### src/rtl/conv_dram_scheduler.sv
// conv_dram_scheduler: sequences one conv+maxpool layer pass over the shared DRAM port.
// Pulses param_load, fetches ifmap rows against line-buffer credits, and packs pooled
// 8-bit pixels into 64-bit words for write-back. Writes take the port ahead of reads.
//
// Handshake: every strobe here is a plain valid with no back-pressure. A row_req pulse
// grants one row of line-buffer space. A pool_valid pulse hands over one pixel that must
// be taken that cycle. DRAMreadEn/DRAMwriteEn are fire-and-forget commands. Read data
// returns exactly one cycle after DRAMreadEn, and ifmap_valid/ifmap_word_idx mark it.
module conv_dram_scheduler #(
    parameter int ADDR_W     = 10,
    parameter int ROWS       = 28,
    parameter int ROW_WORDS  = 4,
    parameter int IFMAP_BASE = 0,
    parameter int OUT_BASE   = 0,
    parameter int NUM_POOL   = 196
) (
    input  logic              clk,
    input  logic              rst,
    input  logic              start,
    output logic              busy,
    output logic              done,
    output logic              param_load,
    input  logic              row_req,
    output logic              ifmap_valid,
    output logic [1:0]        ifmap_word_idx,
    input  logic              pool_valid,
    input  logic [7:0]        pool_data,
    output logic              DRAMreadEn,
    output logic [ADDR_W-1:0] DRAMreadAddr,
    output logic              DRAMwriteEn,
    output logic [ADDR_W-1:0] DRAMwriteAddr,
    output logic [63:0]       DRAMwriteData
);

    localparam int ROW_W  = (ROWS > 1) ? $clog2(ROWS) : 1;
    localparam int WORD_W = (ROW_WORDS > 1) ? $clog2(ROW_WORDS) : 1;
    localparam int PIX_W  = $clog2(NUM_POOL + 1);

    localparam logic [ROW_W-1:0]  LAST_ROW   = ROW_W'(ROWS - 1);
    localparam logic [WORD_W-1:0] LAST_WORD  = WORD_W'(ROW_WORDS - 1);
    localparam logic [PIX_W-1:0]  POOL_TOTAL = PIX_W'(NUM_POOL);
    localparam logic [PIX_W-1:0]  POOL_LAST  = PIX_W'(NUM_POOL - 1);
    localparam logic [ADDR_W-1:0] IF_BASE_A  = ADDR_W'(IFMAP_BASE);
    localparam logic [ADDR_W-1:0] OUT_BASE_A = ADDR_W'(OUT_BASE);
    localparam logic [ADDR_W-1:0] ROW_W_A    = ADDR_W'(ROW_WORDS);

    typedef enum logic [2:0] {
        S_IDLE, S_LOAD, S_WAIT_ROW, S_READ_ROW, S_DRAIN, S_DONE
    } state_t;

    state_t              state;
    logic [1:0]          credit;
    logic [ROW_W-1:0]    row;
    logic [WORD_W-1:0]   word;
    logic [2:0]          byte_cnt;
    logic [PIX_W-1:0]    pix_cnt;
    logic [ADDR_W-1:0]   wcnt;
    logic [63:0]         pack;
    logic [63:0]         pack_next;
    logic                pend_valid;
    logic [63:0]         pend_data;

    logic                start_ok;
    logic                rd_fire;
    logic                pix_ok;
    logic                word_full;
    logic                credit_inc;
    logic                credit_dec;
    logic [ADDR_W-1:0]   rd_addr;

    assign start_ok   = start && (state == S_IDLE);
    // A pending write owns the port this cycle; the read simply retries next cycle.
    assign rd_fire    = (state == S_READ_ROW) && !pend_valid;
    assign pix_ok     = pool_valid && (pix_cnt != POOL_TOTAL) &&
                        (state == S_WAIT_ROW || state == S_READ_ROW || state == S_DRAIN);
    assign word_full  = (byte_cnt == 3'd7) || (pix_cnt == POOL_LAST);
    assign credit_inc = row_req && (state != S_IDLE);
    assign credit_dec = (state == S_WAIT_ROW) && (credit != 2'd0);
    assign rd_addr    = IF_BASE_A + ADDR_W'(row) * ROW_W_A + ADDR_W'(word);

    assign DRAMreadEn    = rd_fire;
    assign DRAMreadAddr  = rd_fire ? rd_addr : '0;
    assign DRAMwriteEn   = pend_valid;
    assign DRAMwriteAddr = pend_valid ? (OUT_BASE_A + wcnt) : '0;
    assign DRAMwriteData = pend_valid ? pend_data : '0;

    // Drop the incoming pixel into its byte lane of the word being assembled.
    always_comb begin
        pack_next = pack;
        pack_next[{byte_cnt, 3'b000} +: 8] = pool_data;
    end

    // Pass sequencer: parameter load, row fetch walk, drain, done pulse.
    always_ff @(posedge clk or posedge rst) begin
        if (rst) begin
            state          <= S_IDLE;
            busy           <= 1'b0;
            done           <= 1'b0;
            param_load     <= 1'b0;
            ifmap_valid    <= 1'b0;
            ifmap_word_idx <= 2'd0;
            row            <= '0;
            word           <= '0;
        end else begin
            param_load     <= 1'b0;
            done           <= 1'b0;
            ifmap_valid    <= rd_fire;
            ifmap_word_idx <= rd_fire ? 2'(word) : 2'd0;
            case (state)
                S_IDLE: begin
                    if (start) begin
                        state      <= S_LOAD;
                        busy       <= 1'b1;
                        param_load <= 1'b1;
                        row        <= '0;
                        word       <= '0;
                    end
                end
                S_LOAD:     state <= S_WAIT_ROW;
                S_WAIT_ROW: if (credit != 2'd0) state <= S_READ_ROW;
                S_READ_ROW: begin
                    if (rd_fire) begin
                        if (word == LAST_WORD) begin
                            word <= '0;
                            if (row == LAST_ROW) begin
                                state <= S_DRAIN;
                            end else begin
                                row   <= row + ROW_W'(1);
                                state <= S_WAIT_ROW;
                            end
                        end else begin
                            word <= word + WORD_W'(1);
                        end
                    end
                end
                // With every pixel counted, the last word is either already written or
                // being written this very cycle, so done lands one cycle after it.
                S_DRAIN: begin
                    if (pix_cnt == POOL_TOTAL) begin
                        state <= S_DONE;
                        done  <= 1'b1;
                    end
                end
                S_DONE: begin
                    state <= S_IDLE;
                    busy  <= 1'b0;
                end
                default: state <= S_IDLE;
            endcase
        end
    end

    // Line-buffer credits: saturating at 3, grant and row start in one cycle cancel out.
    always_ff @(posedge clk or posedge rst) begin
        if (rst) begin
            credit <= 2'd0;
        end else if (start_ok) begin
            credit <= 2'd0;
        end else if (credit_inc && !credit_dec) begin
            if (credit != 2'd3) credit <= credit + 2'd1;
        end else if (credit_dec && !credit_inc) begin
            credit <= credit - 2'd1;
        end
    end

    // Pixel packer and single-entry write buffer, independent of the read walk.
    always_ff @(posedge clk or posedge rst) begin
        if (rst) begin
            byte_cnt   <= 3'd0;
            pix_cnt    <= '0;
            wcnt       <= '0;
            pack       <= '0;
            pend_valid <= 1'b0;
            pend_data  <= '0;
        end else if (start_ok) begin
            byte_cnt   <= 3'd0;
            pix_cnt    <= '0;
            wcnt       <= '0;
            pack       <= '0;
            pend_valid <= 1'b0;
            pend_data  <= '0;
        end else begin
            if (pend_valid) begin
                wcnt       <= wcnt + ADDR_W'(1);
                pend_valid <= 1'b0;
            end
            if (pix_ok) begin
                pix_cnt <= pix_cnt + PIX_W'(1);
                if (word_full) begin
                    pend_data  <= pack_next;
                    pend_valid <= 1'b1;
                    pack       <= '0;
                    byte_cnt   <= 3'd0;
                end else begin
                    pack     <= pack_next;
                    byte_cnt <= byte_cnt + 3'd1;
                end
            end
        end
    end

endmodule

### config.mk
export PLATFORM = sky130hd
export DESIGN_NAME = conv_dram_scheduler
export DESIGN_NICKNAME = d
export VERILOG_FILES = /design/src/rtl/conv_dram_scheduler.sv
export SDC_FILE = /design/constraint.sdc
export NUM_CORES = 1
export LEC_CHECK = 0
export BUFFER_PORTS_ARGS = -buffer_cell sky130_fd_sc_hd__buf_2
export CAP_MARGIN = 10
export CORE_MARGIN = 3
export CORE_UTILIZATION = 45
export DETAILED_ROUTE_END_ITERATION = 10
export PLACE_DENSITY = 0.74
export SLEW_MARGIN = 20
export SYNTH_ARGS = -nofsm -noshare
export SYNTH_HDL_FRONTEND = slang
export SYNTH_SLANG_ARGS = --single-unit
### constraint.sdc
create_clock -name clk -period 7.5 [get_ports clk]
set_clock_uncertainty 0.1 [all_clocks]
set_input_delay 1.5 -clock clk [delete_from_list [all_inputs] [get_ports clk]]
set_output_delay 1.5 -clock clk [all_outputs]
set_load 0.02 [all_outputs]
==> metrics, run 1 <==
Worst Hold Class flip-flop to flip-flop; r2r setup slk 4100 ps; Flop pwr share 0.383; largest family of logic cells by synthesized area simple AND/OR/NAND/NOR gates; VDD IR max 0.000166 V; cell taking the most area after synthesis dfrtp_1; Synth Warn # 0; worst-skew pair later-pin latency 440 ps; Async S/R FF share, synth 1.00; Antenna Nets Post-Route 0; Worst Hold End busy$_DFFE_PP0P_; number of global-route vias before repair 7039; Tcrit/Tclk final 0.520; placed insts 1281; internal power 2.37 mW; # Max-Cap Violations 0; Initial Util 0.460; FILL cells 1827; Rows 52; Pleak 4.76 nW; Crit Path Class flip-flop to output pin; Post-Route Setup TNS 0 ps; Hold Path Stages 2; WP data required 5900 ps; num ports 105; cells along the critical path buf_4 > and4bb_2 > and2_1 > buf_2; dpl hpwl 13000 um; Least-Margin Pin Slew 1060 ps; Pre-antenna DRT Iters 6; post-synthesis mux area share 0.118; post-synth cell types 61; Multi-input gate area 4450 um^2; fin crit period 3900 ps; via count 7369; CTS tree yes; status finished, final reports clean; Max FO, Critical Path 46; Layout area overhead 11.5%; Simple-Gate Fraction of Synth Area 0.217; final wirelength 21500 um; initial antenna violation count 0; Post-synth top cells dfrtp_1 (168), nand2_1 (144), mux2i_1 (108); root buf cell clkbuf_16; Die Y 150 um; Synth Cell Area 9370 um^2; drt via density 5.61; CTS resizes 0; Iter 0 DRT Violations 611; postcts setup bufs 0; XOR/XNOR Fraction of Synth Area 0.00934; Synth Area per Inst 9.48 um^2; DRC viols 0; total net switching power 1.56 mW; Setup crit start kind flip-flop; Synth Flop Type dfrtp_1; largest net degree at the start of global routing 101; crit end category output pin; worst endpoint data arrival time 2300 ps; area share of the largest cell type after synthesis 0.448; sequential standard cell area 4210 um^2; Comb power frac 0.387; Max Clk Rate 0.256 GHz; CP max-delay cell dfrtp_2; All-Layer GR Usage 0.195; Avg WL per Cell 16.4 um; R2R cell count 7; final setup violation count 0; Fin. Hold Viols 0; r2r startpoint byte_cnt[0]$_DFFE_PP0P_; Nets 1054; Max clock buf depth 2; fin cells 1314; Largest stage delay, worst path 660 ps; count leader, synth dfrtp_1; Die W 150 um; sequential-to-total area share from yosys stat 0.448; number of port buffers 101; GRT Residual Overflow 0; #FFs+latches synth 168; Core ar. 20400 um^2; CTS Sinks 168; H-Tree Depth 4; Worst Path Buf+Inv 2; adder-cell area share of the yosys netlist 0.0133; crit-path leading delay family flip-flops; register clock-pin slew on the reported worst setup and hold paths 70 ps; share of layout cells above drive strength 1 0.157; pwr/cell area 376 nW/um^2; Compound-Gate Fraction of Synth Area 0.113; Sw Ratio 0.397; Syn Inst Count 989; Num CTS Buffers 17; CTS hold repair buffers 0; Die ar. 22600 um^2; first-pass GRT wire length 36000 um; R2R Path End pack[23]$_DFFE_PP0P_; RSZ-0062 raised after global routing false; GPL Wtd Cong 0.789; worst hold path startpoint busy$_DFFE_PP0P_; synth top area cells dfrtp_1 (45%), mux2i_1 (12%), o221ai_1 (6.0%), nand2_1 (5.8%), and2_1 (5.5%); n_diodes 0; Post-synth EDFFs 0; clock power share 0.230; Slew Viols, Final 0; slew margin rel. 0.289
[worst max path at each step]
stage	startpoint	to	slack, ps	cells past startpoint
final	DRAMwriteEn$_DFF_PP0_	DRAMreadAddr[0]	3600	4
after global routing	DRAMwriteEn$_DFF_PP0_	DRAMreadAddr[0]	3410	4
after CTS	DRAMwriteEn$_DFF_PP0_	DRAMreadAddr[0]	3540	4
after detailed placement	pool_valid	pack[39]$_DFFE_PP0P_	3730	6
after global placement	pool_valid	pack[55]$_DFFE_PP0P_	3750	6
after floorplan	rst	DRAMwriteEn$_DFF_PP0_	1350	1
[sequential cells by signal (all words and copies together) (netlist names)]
name            flops
pack               64
state               3
pix_cnt             8
credit              2
DRAMwriteEn         1
pend_data          64
ifmap_word_idx      2
byte_cnt            3
param_load          1
done                1
busy                1
word                2
ifmap_valid         1
wcnt               10
row                 5
[tightest hold or removal path: cells and delay by family (launching register included)]
| kind | cells | cell delay (ps) |
|---|---|---|
| DFF | 1 | 360 |
| and+or+nand+nor | 1 | 50 |
| AOI/OAI and AO/OA | 1 | 60 |
[placed cells by master, fill, tap and decap left out, drive strengths merged, types with 16 or more instances in the layout]
| master | n |
|---|---|
| o21ai | 16 |
| dfrtp | 168 |
| nor2 | 28 |
| o221ai | 64 |
| clkbuf | 21 |
| a21oi | 49 |
| buf | 110 |
| nand2 | 145 |
| inv | 75 |
| nand3 | 21 |
| mux2i | 108 |
| and2 | 83 |
| nand4 | 62 |
[cells by family (layout without fill, tap and decap cells)]
group,after synthesis,in the layout
other,1,3
AOI/OAI and AO/OA,146,146
and+or+nand+nor,381,381
adders and majority gates,10,10
buffers and inverters,163,216
DFF,168,168
muxes,110,110
xor gates and xnor gates,10,10
[through the flow]
step / total power [mW] / worst slack (ps) / utilization / cell area, um^2 / hold WS (ps)
3_3_place_gp: 2.98 / 3750 / 0.483 / 9840 / 384
3_5_place_dp: 3.03 / 3730 / 0.483 / 9840 / 398
2_1_floorplan: 2.71 / 1350 / - / 9380 / 384
6_report: 3.93 / 3600 / 0.513 / 10500 / 403
5_1_grt: 4.23 / 3410 / 0.513 / 10500 / 441
4_1_cts: 3.94 / 3540 / 0.513 / 10400 / 414
[layer usage]
| layer | up-vias | global-route usage | share of wire |
|---|---|---|---|
| met1 | 3606 | 0.277 | 0.47 |
| met5 | - | 0 | 0 |
| met2 | 204 | 0.309 | 0.47 |
| met3 | 20 | 0.0421 | 0.054 |
| met4 | 0 | 0.0425 | 0.010 |
| li1 | 3539 | - | - |
[power groups by stage]
stage / Clock [mW] / Combinational, mW / Sequential, mW
global route: 0.960 / 1.71 / 1.56
detailed placement: 0 / 1.51 / 1.52
finish: 0.906 / 1.52 / 1.51
global placement: 0 / 1.47 / 1.51
CTS: 0.917 / 1.52 / 1.50
floorplan: 0 / 1.28 / 1.44
[area by class of cell]
type                    instances  share of cell area
multi-input cells             660               0.425
flip-flops and latches        168               0.402
repair buffers                110              0.0552
clock buffers                  21              0.0440
well taps                     270              0.0323
inverters                      74              0.0270
clock inverters                11              0.0139
(Power assumes the default switching activity.)
==> run 2: changes to the inputs <==
- ABC_AREA: unset -> 1
- PLACE_DENSITY: 0.74 -> 0.77
- clock period: 7.5 -> 3.27 ns (I/O delays scaled with it)
==> run 2 against run 1 <==
  * Global-route usage rose by 0.48 points
  * Non-clock buffer count up 1
  * Critical path type unchanged
  * Core utilization rose by 0.91 points
  * Critical path depth stayed put
  * Clock power rose by 110%
  * Cell count is 18% higher
  * Via count up 5.0%
  * First-iteration DRC count grew 19%
==> metrics, run 2 <==
H-Tree Depth 4 (unchanged); #FFs+latches synth 168 (unchanged); r2r setup slk 640 ps (-3460 ps); via count 7736 (+5.0%); post-synthesis mux area share 0 (-0.118); commonest non-fill, non-tap cell in the layout nand2_1; largest registers pack x64, pend_data x64, wcnt x10; n_diodes 0 (unchanged); Max clock buf depth 2 (unchanged); WP data required 2520 ps (-3380 ps); Compound-Gate Fraction of Synth Area 0.0471 (-0.0659); R2R cell count 9 (+2); GPL Wtd Cong 0.817 (+3.5%); CTS Sinks 168 (unchanged); num ports 105 (unchanged); cell taking the most area after synthesis dfrtp_1; VDD IR max 0.000445 V (+170%); CTS resizes 0 (unchanged); Synth Warn # 0 (unchanged); Tcrit/Tclk final 0.823; area share of the largest cell type after synthesis 0.484 (+0.0357); pwr/cell area 720 nW/um^2 (+92%); Post-Route Setup TNS 0 ps (unchanged); share of layout cells above drive strength 1 0.128 (-0.0295); CTS tree yes; All-Layer GR Usage 0.200 (+0.00475); register clock-pin slew on the reported worst setup and hold paths 60 ps (about the same); DRC viols 0 (unchanged); sequential-to-total area share from yosys stat 0.484 (+0.0357); Async S/R FF share, synth 1.00 (unchanged); Pre-antenna DRT Iters 5 (-1); Core ar. 18800 um^2 (-7.5%); Crit Path Class flip-flop to output pin; Fin. Hold Viols 0 (unchanged); number of port buffers 101 (unchanged); Iter 0 DRT Violations 730 (+19%); worst-skew pair later-pin latency 430 ps (about the same); adder-cell area share of the yosys netlist 0.0144 (+0.00106); DP Area 9280 um^2 (-5.6%); Die Y 145 um (-3.6%); Final WS setup 578 ps (-3020 ps); postcts setup bufs 0 (unchanged); Worst setup startpoint DRAMwriteEn$_DFF_PP0_; Layout area overhead 13.3%; Avg WL per Cell 13.4 um (-18%); initial antenna violation count 0 (unchanged); Max Clk Rate 0.371 GHz; root buf cell clkbuf_16; final core utilization 0.523 (+0.00907); synth top area cells dfrtp_1 (48%), nand2_1 (25%), inv_1 (5.7%), nand3_1 (5.5%), o21ai_0 (3.6%); final setup violation count 0 (unchanged); XOR/XNOR Fraction of Synth Area 0.00504 (-0.00430); Post-synth top cells nand2_1 (567), dfrtp_1 (168), inv_1 (132); first-pass GRT wire length 35300 um (-2.1%); Antenna Nets Post-Route 0 (unchanged); GRT Residual Overflow 0 (unchanged); status finished, final reports clean; Num CTS Buffers 17 (unchanged); largest net degree at the start of global routing 135 (+34%); r2r startpoint byte_cnt[0]$_DFFE_PP0P_; Slew Viols, Final 0 (unchanged); Synth Flop Type dfrtp_1; fin crit period 2690 ps; count leader, synth nand2_1; Worst Hold Class primary input to async pin; Least-Margin Pin Slew 770 ps (-288 ps); Initial Util 0.461 (+0.000753); placed insts 1513 (+18%); RSZ-0062 raised after global routing false; Die ar. 21000 um^2 (-7.1%); fin cells 1545 (+18%); number of global-route vias before repair 7335 (+4.2%); drt via density 5.01 (-11%); Rows 50 (-3.8%); Die W 145 um (-3.6%); post-synth cell types 31 (-49%); Nets 1295 (+23%); Max FO, Critical Path 35 (-24%); most frequent cells in the layout nand2_1 (567), dfrtp_1 (167), inv_1 (131); pre-CTS WS 683 ps (-3050 ps); Syn Inst Count 1197 (+21%); Setup crit start kind flip-flop; R2R Path End pack[34]$_DFFE_PP0P_; CTS hold repair buffers 0 (unchanged); Synth Cell Area 8680 um^2 (-7.4%); crit end category output pin; Pleak 6.08 nW (+28%); design area 9840 um^2 (-5.9%); Post-synth EDFFs 0 (unchanged); slew margin rel. 0.486 (+0.197); final wirelength 20700 um (-3.8%); worst endpoint data arrival time 1940 ps (-360 ps); largest family of logic cells by synthesized area simple AND/OR/NAND/NOR gates; Simple-Gate Fraction of Synth Area 0.350 (+0.134); Pwr Total 7.09 mW (+80%); Synth Area per Inst 7.25 um^2 (-23%); # Max-Cap Violations 0 (unchanged); Worst Setup EP DRAMwriteAddr[0]; dpl hpwl 13600 um (+4.4%); hold slack 282 ps (-121 ps)
-- run 2: final cells by class --
| class | count | area, um^2 |
|---|---|---|
| clock buffers | 18 | 429 |
| well taps | 260 | 325 |
| inverters | 137 | 518 |
| fillers | 1789 | 8990 |
| multi-input cells | 837 | 3640 |
| clock inverters | 14 | 126 |
| flip-flops and latches | 168 | 4210 |
| repair buffers | 111 | 593 |
-- run 2: metal layers --
layer | track usage | share of wire | up-vias
met5 | 0 | 0 | -
met2 | 0.328 | 0.48 | 228
li1 | - | - | 3818
met3 | 0.0406 | 0.051 | 25
met1 | 0.271 | 0.45 | 3665
met4 | 0.0546 | 0.014 | 0
-- run 2: kinds of logic after synthesis --
family / Yosys count
adders and majority gates: 10
DFF: 168
AOI/OAI and AO/OA: 79
buffers and inverters: 194
and+or+nand+nor: 740
xor gates and xnor gates: 5
other: 1
-- run 2: critical path, stage by stage (launching register included) --
cell and delay [ps]:
dfrtp_2 680, buf_4 420, nand2_1 170, inv_1 80, buf_2 150
-- run 2: how the worst min path moves through the flow --
| stage | start | slack (ps) | end |
|---|---|---|---|
| 6_report | rst | 280 | pend_data[13]$_DFFE_PP0P_ |
| 5_1_grt | rst | 320 | pend_data[17]$_DFFE_PP0P_ |
| 4_1_cts | rst | 300 | pend_data[27]$_DFFE_PP0P_ |
| 3_5_place_dp | pack[20]$_DFFE_PP0P_ | 360 | pack[20]$_DFFE_PP0P_ |
| 3_3_place_gp | pack[31]$_DFFE_PP0P_ | 350 | pack[31]$_DFFE_PP0P_ |
| 2_1_floorplan | pack[10]$_DFFE_PP0P_ | 340 | pack[10]$_DFFE_PP0P_ |
-- run 2: power by group --
part	internal [mW]	switching, mW
Combinational	0.658	1.62
Clock	1.05	0.860
Sequential	2.57	0.329
==> run 3: changes to the inputs <==
- ABC_AREA: 1 -> 0
- PLACE_DENSITY: 0.77 -> 0.74
- clock period: 3.27 -> 2.58 ns (I/O delays scaled with it)
==> run 3 against run 2 <==
  * Sequential cell count is the same
  * Critical path depth shrank 1
  * Via count shrank 3.7%
  * Design area grew 9.0%
  * Setup slack lost 430 ps
  * Wire length grew 8.9%
  * First-iteration DRC count grew 1.9%
  * Register-to-register slack lost 470 ps
  * Global-route usage grew 0.17 points
  * Hold slack lost 200 ps
  * Clock-buffer cell count grew 1
  * Largest power group is now combinational logic
==> metrics, run 3 (synthesis results as in run 1) <==
n_diodes 0 (unchanged); Max clock buf depth 2 (unchanged); dpl hpwl 14100 um (+3.7%); Tcrit/Tclk final 0.941; Least-Margin Pin Slew 725 ps (-45.7 ps); Pre-antenna DRT Iters 8 (+3); largest net degree at the start of global routing 71 (-47%); Avg WL per Cell 16.9 um (+26%); num ports 105 (unchanged); initial antenna violation count 0 (unchanged); Max Clk Rate 0.412 GHz; CTS Sinks 168 (unchanged); final core utilization 0.526 (+0.00389); first-pass GRT wire length 37000 um (+4.9%); Crit Path Class flip-flop to output pin; crit end category output pin; design area 10700 um^2 (+9.0%); most frequent cells in the layout dfrtp_1 (167), nand2_1 (144), mux2i_1 (108); Nets 1074 (-17%); Die ar. 22600 um^2 (+7.6%); VDD IR max 0.000560 V (+26%); DP Area 10100 um^2 (+9.2%); placed insts 1302 (-14%); fin crit period 2430 ps; uppermost layer routed met4; DRC viols 0 (unchanged); worst-skew pair later-pin latency 430 ps (about the same); routed length on met1 10400 um (+10%); GRT Residual Overflow 0 (unchanged); H-Tree Depth 4 (unchanged); Die W 150 um (+3.7%); Antenna Nets Post-Route 0 (unchanged); Fin. Hold Viols 0 (unchanged); Worst Hold Class primary input to async pin; Core ar. 20400 um^2 (+8.1%); Max FO, Critical Path 20 (-43%); Layout area overhead 14.4%; number of global-route vias before repair 7283 (-0.71%); Pleak 4.90 nW (-19%); Rows 52 (+4.0%); Post-Route Setup TNS 0 ps (unchanged); met2 wire len 10600 um (+6.6%); Die Y 150 um (+3.7%); Iter 0 DRT Violations 744 (+1.9%); final setup violation count 0 (unchanged); Setup crit start kind flip-flop; Pwr Total 11.6 mW (+64%); drt via density 5.59 (+12%); postcts setup bufs 0 (unchanged); R2R cell count 7 (-2); RSZ-0062 raised after global routing false; worst endpoint data arrival time 1810 ps (-130 ps); All-Layer GR Usage 0.202 (+0.00170); status finished, final reports clean; WP data required 1960 ps (-560 ps); FILL cells 1810 (+1.2%); share of layout cells above drive strength 1 0.175 (+0.0472); largest registers pack x64, pend_data x64, wcnt x10; # Max-Cap Violations 0 (unchanged); GPL Wtd Cong 0.798 (-2.4%); sequential standard cell area 4210 um^2 (unchanged); CTS tree yes; final wirelength 22600 um (+8.9%); number of port buffers 101 (unchanged); via count 7451 (-3.7%); Num CTS Buffers 17 (unchanged); register clock-pin slew on the reported worst setup and hold paths 70 ps (about the same); CTS hold repair buffers 0 (unchanged); fin cells 1334 (-14%); slew margin rel. 0.517 (+0.0305); Multi-input gate area 4460 um^2 (+22%); Slew Viols, Final 0 (unchanged); met3 wire length 1180 um (+13%); commonest non-fill, non-tap cell in the layout dfrtp_1; root buf cell clkbuf_16; pwr/cell area 1080 nW/um^2 (+50%); Initial Util 0.460 (-0.000753)
run 3: cell types whose count changed in the layout (fill, tap and decap cells not counted), moves of 53 or more:
cell and delta:
nand2_1 -423, mux2i_1 +108, and2_1 +83, nand3_1 -78, o221ai_1 +64, inv_1 -58
o21ai_0 -53
run 3: through the flow:
| step | hold slack, ps | worst slack (ps) |
|---|---|---|
| 2_1_floorplan | 384 | -177 |
| 3_3_place_gp | 395 | 270 |
| 3_5_place_dp | 408 | 208 |
| 4_1_cts | 83.1 | 67.0 |
| 5_1_grt | 100 | 22.8 |
| 6_report | 79.6 | 152 |
run 3: worst max-delay path: stages, from the launching register on:
cell	delay, ps
dfrtp_2	540
and4bb_4	510
and2_1	170
buf_2	170
run 3: cell type report:
class | instances | area share
Inverter | 74 | 0.0263
Clock buffer | 19 | 0.0423
Clock inverter | 13 | 0.0114
Tap cell | 270 | 0.0315
Sequential cell | 168 | 0.392
Timing Repair Buffer | 130 | 0.0803
Multi-Input combinational cell | 660 | 0.416
run 3: power by group:
| group | switching, mW | internal (mW) | total [mW] |
|---|---|---|---|
| combinational | 2.84 | 1.91 | 4.74 |
| sequential | 0.749 | 3.63 | 4.38 |
| clock | 1.11 | 1.39 | 2.50 |
run 3: worst paths after layout:
path | start | to | slack [ps]
setup / recovery | DRAMwriteEn$_DFF_PP0_ | DRAMreadAddr[0] | 150
hold / removal | rst | pend_data[49]$_DFFE_PP0P_ | 80
setup reg to reg | byte_cnt[0]$_DFFE_PP0P_ | pend_data[20]$_DFFE_PP0P_ | 170
hold reg to reg | busy$_DFFE_PP0P_ | busy$_DFFE_PP0P_ | 420
max in group asynchronous | rst | wcnt[4]$_DFFE_PP0P_ | 1610
min in group clk | row_req | credit[1]$_DFFE_PP0P_ | 350
run 3: timing repair:
item,in CTS,in global routing
endpoints found under the setup margin,0,3
gates resized for setup,0,2
hold endpoints to repair,0,0
run 3: routing by layer:
metal | GRT usage | vias to the layer above
met5 | 0 | -
li1 | - | 3590
met4 | 0.0595 | 0
met3 | 0.0467 | 30
met2 | 0.318 | 213
met1 | 0.278 | 3618
